## config.mk

```make
export PLATFORM = sky130hd
export DESIGN_NAME = face_match_sched_flat
export DESIGN_NICKNAME = d
export VERILOG_FILES = /design/src/rtl/face_match_if.sv /design/src/rtl/face_match_sched.sv /design/src/flat_wrapper.sv
export SDC_FILE = /design/constraint.sdc
export NUM_CORES = 1
export LEC_CHECK = 0
export ABC_CLOCK_PERIOD_IN_PS = 2540
export CAP_MARGIN = 20
export CELL_PAD_IN_SITES_DETAIL_PLACEMENT = 2
export CELL_PAD_IN_SITES_GLOBAL_PLACEMENT = 2
export CORE_UTILIZATION = 22
export CTS_CLUSTER_SIZE = 14
export DETAILED_ROUTE_END_ITERATION = 8
export PLACE_DENSITY_LB_ADDON = 0.15
export REMOVE_ABC_BUFFERS = 1
export SLEW_MARGIN = 20
export SYNTH_ARGS = -nofsm -noshare
export SYNTH_HDL_FRONTEND = slang
export SYNTH_SLANG_ARGS = --single-unit
export TNS_END_PERCENT = 1
```

## constraint.sdc

```tcl
create_clock -name bus_clk -period 2.54 [get_ports bus_clk]
set_input_delay 0.762 -clock bus_clk [delete_from_list [all_inputs] [get_ports bus_clk]]
set_output_delay 0.762 -clock bus_clk [all_outputs]
set_load 0.02 [all_outputs]
```

## src/rtl/face_match_if.sv

```systemverilog
// Signal bundle between face_match_sched and its Xillybus FIFOs, compare engine and result FIFO.
// The master modport is the scheduler side.
interface face_match_if #(
    parameter int unsigned CNT_W = 16
);
    logic [31:0]      a_data;
    logic [31:0]      b_data;
    logic             a_empty;
    logic             b_empty;
    logic             a_rden;
    logic             b_rden;
    logic             a_open;
    logic             b_open;
    logic             res_open;
    logic             eng_valid;
    logic             eng_ready;
    logic [31:0]      eng_a;
    logic [31:0]      eng_b;
    logic             eng_first;
    logic             eng_last;
    logic             eng_abort;
    logic             eng_res_valid;
    logic [31:0]      eng_res;
    logic             res_full;
    logic             res_wren;
    logic [31:0]      res_data;
    logic             res_eof;
    logic [CNT_W-1:0] vec_count;
    logic             err_partial;
    logic             busy;

    modport master (
        input  a_data, b_data, a_empty, b_empty, a_open, b_open, res_open,
               eng_ready, eng_res_valid, eng_res, res_full,
        output a_rden, b_rden, eng_valid, eng_a, eng_b, eng_first, eng_last,
               eng_abort, res_wren, res_data, res_eof, vec_count, err_partial, busy
    );

    modport slave (
        output a_data, b_data, a_empty, b_empty, a_open, b_open, res_open,
               eng_ready, eng_res_valid, eng_res, res_full,
        input  a_rden, b_rden, eng_valid, eng_a, eng_b, eng_first, eng_last,
               eng_abort, res_wren, res_data, res_eof, vec_count, err_partial, busy
    );
endinterface

```

## src/rtl/face_match_sched.sv

```systemverilog
// Pops (probe, candidate) word pairs in lockstep from two non-FWFT FIFOs, feeds them to the
// compare engine one vector at a time and pushes one result word per vector.
module face_match_sched #(
    parameter int unsigned VEC_LEN = 128,
    parameter int unsigned CNT_W   = 16
) (
    input  logic          bus_clk,
    input  logic          bus_rst,
    face_match_if.master  bus
);
    localparam int unsigned IDX_W = $clog2(VEC_LEN);
    localparam logic [IDX_W-1:0] LAST_IDX = IDX_W'(VEC_LEN - 1);

    typedef enum logic [2:0] {
        IDLE,
        FETCH,
        CAPT,
        ISSUE,
        WAIT_RES,
        PUSH
    } state_t;

    state_t           state;
    state_t           state_d;
    logic [IDX_W-1:0] word_idx;
    logic [IDX_W-1:0] idx_d;
    logic             armed;
    logic             res_open_q;

    logic both_open;
    logic rden_c;
    logic capt_c;
    logic hs_c;
    logic abort_c;
    logic latch_c;
    logic wren_c;
    logic res_rise;
    logic res_fall;

    assign both_open = bus.a_open && bus.b_open;
    assign res_rise  = bus.res_open && !res_open_q;
    assign res_fall  = !bus.res_open && res_open_q;

    // The FIFOs are non-FWFT, so the read strobe must be issued in FETCH itself for the
    // word to be on a_data/b_data during CAPT.
    assign bus.a_rden = rden_c;
    assign bus.b_rden = rden_c;

    always_ff @(posedge bus_clk) begin
        if (bus_rst) begin
            state    <= IDLE;
            word_idx <= '0;
        end else begin
            state    <= state_d;
            word_idx <= idx_d;
        end
    end

    always_comb begin
        state_d = state;
        idx_d   = word_idx;
        rden_c  = 1'b0;
        capt_c  = 1'b0;
        hs_c    = 1'b0;
        abort_c = 1'b0;
        latch_c = 1'b0;
        wren_c  = 1'b0;
        case (state)
            IDLE: begin
                if (both_open) begin
                    state_d = FETCH;
                end
            end
            FETCH: begin
                // A close only takes effect here, between pairs.
                if (!both_open) begin
                    abort_c = (word_idx != '0);
                    idx_d   = '0;
                    state_d = IDLE;
                end else if (!bus.a_empty && !bus.b_empty) begin
                    rden_c  = 1'b1;
                    state_d = CAPT;
                end
            end
            CAPT: begin
                capt_c  = 1'b1;
                state_d = ISSUE;
            end
            ISSUE: begin
                if (bus.eng_ready) begin
                    hs_c = 1'b1;
                    if (word_idx == LAST_IDX) begin
                        idx_d   = '0;
                        state_d = WAIT_RES;
                    end else begin
                        idx_d   = word_idx + IDX_W'(1);
                        state_d = FETCH;
                    end
                end
            end
            WAIT_RES: begin
                if (bus.eng_res_valid) begin
                    latch_c = 1'b1;
                    state_d = PUSH;
                end
            end
            PUSH: begin
                if (!bus.res_open) begin
                    state_d = IDLE;
                end else if (!bus.res_full) begin
                    wren_c  = 1'b1;
                    state_d = IDLE;
                end
            end
            default: begin
                state_d = IDLE;
            end
        endcase
    end

    always_ff @(posedge bus_clk) begin
        if (bus_rst) begin
            bus.eng_valid   <= 1'b0;
            bus.eng_a       <= '0;
            bus.eng_b       <= '0;
            bus.eng_first   <= 1'b0;
            bus.eng_last    <= 1'b0;
            bus.eng_abort   <= 1'b0;
            bus.res_wren    <= 1'b0;
            bus.res_data    <= '0;
            bus.res_eof     <= 1'b0;
            bus.vec_count   <= '0;
            bus.err_partial <= 1'b0;
            bus.busy        <= 1'b0;
            armed           <= 1'b0;
            res_open_q      <= 1'b0;
        end else begin
            res_open_q    <= bus.res_open;
            bus.busy      <= (state_d != IDLE);
            bus.eng_abort <= abort_c;
            bus.res_wren  <= wren_c;

            if (capt_c) begin
                bus.eng_a     <= bus.a_data;
                bus.eng_b     <= bus.b_data;
                bus.eng_first <= (word_idx == '0);
                bus.eng_last  <= (word_idx == LAST_IDX);
                bus.eng_valid <= 1'b1;
            end else if (hs_c) begin
                bus.eng_valid <= 1'b0;
            end

            if (latch_c) begin
                bus.res_data <= bus.eng_res;
            end
            if (wren_c) begin
                bus.vec_count <= bus.vec_count + CNT_W'(1);
            end

            // A reopen of the result stream starts a fresh error window.
            if (res_rise) begin
                bus.err_partial <= 1'b0;
            end else if (abort_c) begin
                bus.err_partial <= 1'b1;
            end

            if (both_open) begin
                armed <= 1'b1;
            end else if (res_fall) begin
                armed <= 1'b0;
            end

            bus.res_eof <= !res_rise && armed && (state == IDLE) && !bus.a_open &&
                           !bus.b_open && bus.a_empty && bus.b_empty;
        end
    end
endmodule

```

## src/flat_wrapper.sv

```systemverilog
// flat-port wrapper written by rule: the top's interface ports become plain ports
module face_match_sched_flat 
#(
    parameter int unsigned VEC_LEN = 128,
    parameter int unsigned CNT_W   = 16
)
  (bus_clk, bus_rst, bus_a_data, bus_b_data, bus_a_empty, bus_b_empty, bus_a_open, bus_b_open, bus_res_open, bus_eng_ready, bus_eng_res_valid, bus_eng_res, bus_res_full, bus_a_rden, bus_b_rden, bus_eng_valid, bus_eng_a, bus_eng_b, bus_eng_first, bus_eng_last, bus_eng_abort, bus_res_wren, bus_res_data, bus_res_eof, bus_vec_count, bus_err_partial, bus_busy);
  face_match_if #(.CNT_W(CNT_W)) bus_i ();
  input  logic bus_clk;
  input  logic bus_rst;
  input wire logic [$bits(bus_i.a_data)-1:0] bus_a_data;
  input wire logic [$bits(bus_i.b_data)-1:0] bus_b_data;
  input wire logic [$bits(bus_i.a_empty)-1:0] bus_a_empty;
  input wire logic [$bits(bus_i.b_empty)-1:0] bus_b_empty;
  input wire logic [$bits(bus_i.a_open)-1:0] bus_a_open;
  input wire logic [$bits(bus_i.b_open)-1:0] bus_b_open;
  input wire logic [$bits(bus_i.res_open)-1:0] bus_res_open;
  input wire logic [$bits(bus_i.eng_ready)-1:0] bus_eng_ready;
  input wire logic [$bits(bus_i.eng_res_valid)-1:0] bus_eng_res_valid;
  input wire logic [$bits(bus_i.eng_res)-1:0] bus_eng_res;
  input wire logic [$bits(bus_i.res_full)-1:0] bus_res_full;
  output wire logic [$bits(bus_i.a_rden)-1:0] bus_a_rden;
  output wire logic [$bits(bus_i.b_rden)-1:0] bus_b_rden;
  output wire logic [$bits(bus_i.eng_valid)-1:0] bus_eng_valid;
  output wire logic [$bits(bus_i.eng_a)-1:0] bus_eng_a;
  output wire logic [$bits(bus_i.eng_b)-1:0] bus_eng_b;
  output wire logic [$bits(bus_i.eng_first)-1:0] bus_eng_first;
  output wire logic [$bits(bus_i.eng_last)-1:0] bus_eng_last;
  output wire logic [$bits(bus_i.eng_abort)-1:0] bus_eng_abort;
  output wire logic [$bits(bus_i.res_wren)-1:0] bus_res_wren;
  output wire logic [$bits(bus_i.res_data)-1:0] bus_res_data;
  output wire logic [$bits(bus_i.res_eof)-1:0] bus_res_eof;
  output wire logic [$bits(bus_i.vec_count)-1:0] bus_vec_count;
  output wire logic [$bits(bus_i.err_partial)-1:0] bus_err_partial;
  output wire logic [$bits(bus_i.busy)-1:0] bus_busy;
  assign bus_i.a_data = bus_a_data;
  assign bus_i.b_data = bus_b_data;
  assign bus_i.a_empty = bus_a_empty;
  assign bus_i.b_empty = bus_b_empty;
  assign bus_i.a_open = bus_a_open;
  assign bus_i.b_open = bus_b_open;
  assign bus_i.res_open = bus_res_open;
  assign bus_i.eng_ready = bus_eng_ready;
  assign bus_i.eng_res_valid = bus_eng_res_valid;
  assign bus_i.eng_res = bus_eng_res;
  assign bus_i.res_full = bus_res_full;
  assign bus_a_rden = bus_i.a_rden;
  assign bus_b_rden = bus_i.b_rden;
  assign bus_eng_valid = bus_i.eng_valid;
  assign bus_eng_a = bus_i.eng_a;
  assign bus_eng_b = bus_i.eng_b;
  assign bus_eng_first = bus_i.eng_first;
  assign bus_eng_last = bus_i.eng_last;
  assign bus_eng_abort = bus_i.eng_abort;
  assign bus_res_wren = bus_i.res_wren;
  assign bus_res_data = bus_i.res_data;
  assign bus_res_eof = bus_i.res_eof;
  assign bus_vec_count = bus_i.vec_count;
  assign bus_err_partial = bus_i.err_partial;
  assign bus_busy = bus_i.busy;
  face_match_sched #(.VEC_LEN(VEC_LEN), .CNT_W(CNT_W)) u_core (.bus_clk(bus_clk), .bus_rst(bus_rst), .bus(bus_i));
endmodule
```

==> metrics.txt <==
CTS tree built; Cell variety after synth 43; PwrDens 618 nW/um2; Synth async-reset ratio 0; CTS Root Cell clkbuf_16; Max rail drop VDD 0.407 mV; Initial DRC Count 187; EDFF count, synth 0; critical path endpoint category primary output; worst-margin pin slew 0.779 ns; outcome finished, violations left; first drt pass iteration count 6; Worst-Skew Late Latency 0.43 ns; Port Buf Inserts around 230; Synth warnings 0; H-tree Lvls 4; critical path fanouts, max 2; row count 54; CTS Buf Count 17; hpwl dp 13,400 um; Setup WS post-layout -0.132 ns; startpoint types primary input; Clock transition at path regs 0.06 ns; aggregate global routing overflow 0; Cell Area, Synth ~4900 um2; Static Leak 2.77 nW; Post-CTS Setup Bufs 0; Synth area leaders dfxtp_1 (53%), nand2_1 (16%), a21oi_1 (11%), xnor2_1 (1.9%), clkbuf_1 (1.7%); ys flop type dfxtp_1; Via Count about 5,200; violations in the final reports DRC, setup timing; total track usage 0.169; met3 wire length 1800 um; unrepaired setup endpoints after global routing true; Synth Register Bits 132; Final Max Tran Viols 0; Post-Route Setup TNS -0.262 ns; register area share after synthesis 0.534; Die X about 150 um; Post-Route WL 19,100 um; largest net degree at the start of global routing between 60 and 70; crit path time final ~2.7 ns; kind of critical path in -> out; Rel. slew slack 0.481; Die Area 23,100 um2; vias in the first global route between 5,000 and 6,000; setup slack, reg-to-reg 0.62 ns; Synth top area share 0.534; max layer used met4; Clock Tree Buf Depth 2; Tot Pwr 5.10 mW; HP Class reg -> reg; critical path data arrival time 1.91 ns; Final Non-Filler Cells 1,133; WP data required 1.78 ns; initial antenna violation count 0; dpl cells 1,101; Period Utilization, post-route 1.05; fin nets around 950; clock net sink count 132; most common cell after layout, fill and taps aside clkdlybuf4s50_1; Residual DRC between 40 and 50; WL met2 8730 um; highest clock rate roughly 370 MHz; gp weighted congestion 0.735; most frequent cells in the layout clkdlybuf4s50_1 (220), nand2_1 (207), dfxtp_1 (132), a21oi_1 (110), nor2_1 (23); Mapped Cells 616; Layout Skew between 0.01 and 0.015 ns; # setup viols final 2; share of layout cells above drive strength 1 0.0809; average vias per placed instance 4.56; chip height 152 um; Antenna Cells 0; Metal-1 WL ~8400 um; synthesis-to-layout area growth 66.5%; max-cap violations 0; Fill cells 2,476; Initial Util 0.225; IO Pins around 230; area leader, netlist dfxtp_1; Core Area 22,000 um2; post-synthesis average cell area between 8 and 9 um2; WL per Instance 16.8 um; Final ANT Viol Nets 0; first-pass GRT wire length 30,800 um; Fin. Hold Viols 0
[where the power goes]
group | internal, mW | total (mW) | switching, mW
sequential | 2.08 | 2.08 | 0.00433
clock | 1.77 | 2.74 | 0.978
combinational | 0.170 | 0.268 | 0.0987
total | 4.02 | 5.10 | 1.08
[per-stage QoR]
stage | utilization | setup WS, ns | hold WS [ns] | instance area (um2)
5_1_grt | 0.375 | -0.158 | 0.481 | 8240
3_3_place_gp | 0.345 | -1.02 | 0.442 | 7580
3_5_place_dp | 0.345 | -1.06 | 0.447 | 7580
6_report | 0.375 | -0.132 | 0.455 | 8240
4_1_cts | 0.375 | -0.229 | 0.461 | 8240
2_1_floorplan | - | -1.14 | 0.435 | 4780
[timing repair]
| action | CTS | global route |
|---|---|---|
| resized for setup | 29 | 0 |
| pin swaps | 2 | 1 |
| hold buffers | 0 | 0 |
| setup endpoints to repair | 2 | 2 |
[layer usage]
layer / up-vias / track usage
met5: - / 0
met2: 179 / 0.272
met3: 15 / 0.0627
li1: 2484 / -
met1: 2491 / 0.208
met4: 0 / 0.0525
[synthesized netlist by cell type (all sizes together) (2+ instances only)]
cell,count
a21oi,110
a31oi,4
and3,5
and4,2
buf,18
clkbuf,23
dfxtp,132
ha,3
inv,7
mux2,3
nand2,208
nand2b,2
nand3,9
nand3b,3
nand4,3
nand4b,3
nor2,23
nor2b,6
nor3,10
nor4,3
nor4bb,2
o21ai,6
or3,3
or4,2
xnor2,11
[worst max-delay path, stage by stage]
cell	delay [ns]
buf_6	0.09
or3b_4	0.39
or4_4	0.46
inv_4	0.09
buf_6	0.11
[registers in the layout (all words and copies together), names as in the netlist]
| name | cells |
|---|---|
| u_core.bus.res_wren | 1 |
| u_core.bus.eng_b | 32 |
| u_core.bus.busy | 1 |
| u_core.armed | 1 |
| u_core.bus.res_data | 32 |
| u_core.state | 3 |
| u_core.res_open_q | 1 |
| u_core.bus.res_eof | 1 |
| u_core.word_idx | 7 |
| u_core.bus.eng_last | 1 |
| u_core.bus.eng_first | 1 |
| u_core.bus.err_partial | 1 |
| u_core.bus.eng_valid | 1 |
| u_core.bus.vec_count | 16 |
| u_core.bus.eng_abort | 1 |
| u_core.bus.eng_a | 32 |
[logic make-up (layout without fill, tap and decap cells)]
| logic type | Yosys count | in the layout | share of synthesized area |
|---|---|---|---|
| AOI/OAI and AO/OA | 126 | 126 | 0.132 |
| adders and majority gates | 3 | 3 | 0.00758 |
| buffers and inverters | 48 | 285 | 0.0397 |
| muxes | 4 | 4 | 0.00885 |
| DFF | 132 | 132 | 0.534 |
| and+or+nand+nor | 291 | 291 | 0.257 |
| xor gates and xnor gates | 12 | 12 | 0.0212 |
[cell type report]
type | count | area [um2] | share of cell area
Sequential cell | 132 | 2640 | 0.321
Clock buffer | 19 | 443 | 0.0537
Clock inverter | 13 | 206 | 0.0250
Timing Repair Buffer | 246 | 2430 | 0.294
Tap cell | 280 | 350 | 0.0425
Multi-Input combinational cell | 436 | 2140 | 0.260
Inverter | 7 | 28.8 | 0.00349
[path summary, 6_finish.rpt]
kind	cells after the start	to	from
setup / recovery	5	bus_a_rden	bus_a_empty
hold / removal	2	u_core.bus.eng_last$_SDFFE_PP0P_	u_core.bus.eng_last$_SDFFE_PP0P_
setup reg to reg	6	u_core.bus.err_partial$_SDFFE_PP0P_	u_core.word_idx[1]$_SDFFE_PP0P_
hold reg to reg	2	u_core.bus.eng_last$_SDFFE_PP0P_	u_core.bus.eng_last$_SDFFE_PP0P_
(Power assumes the default switching activity.)
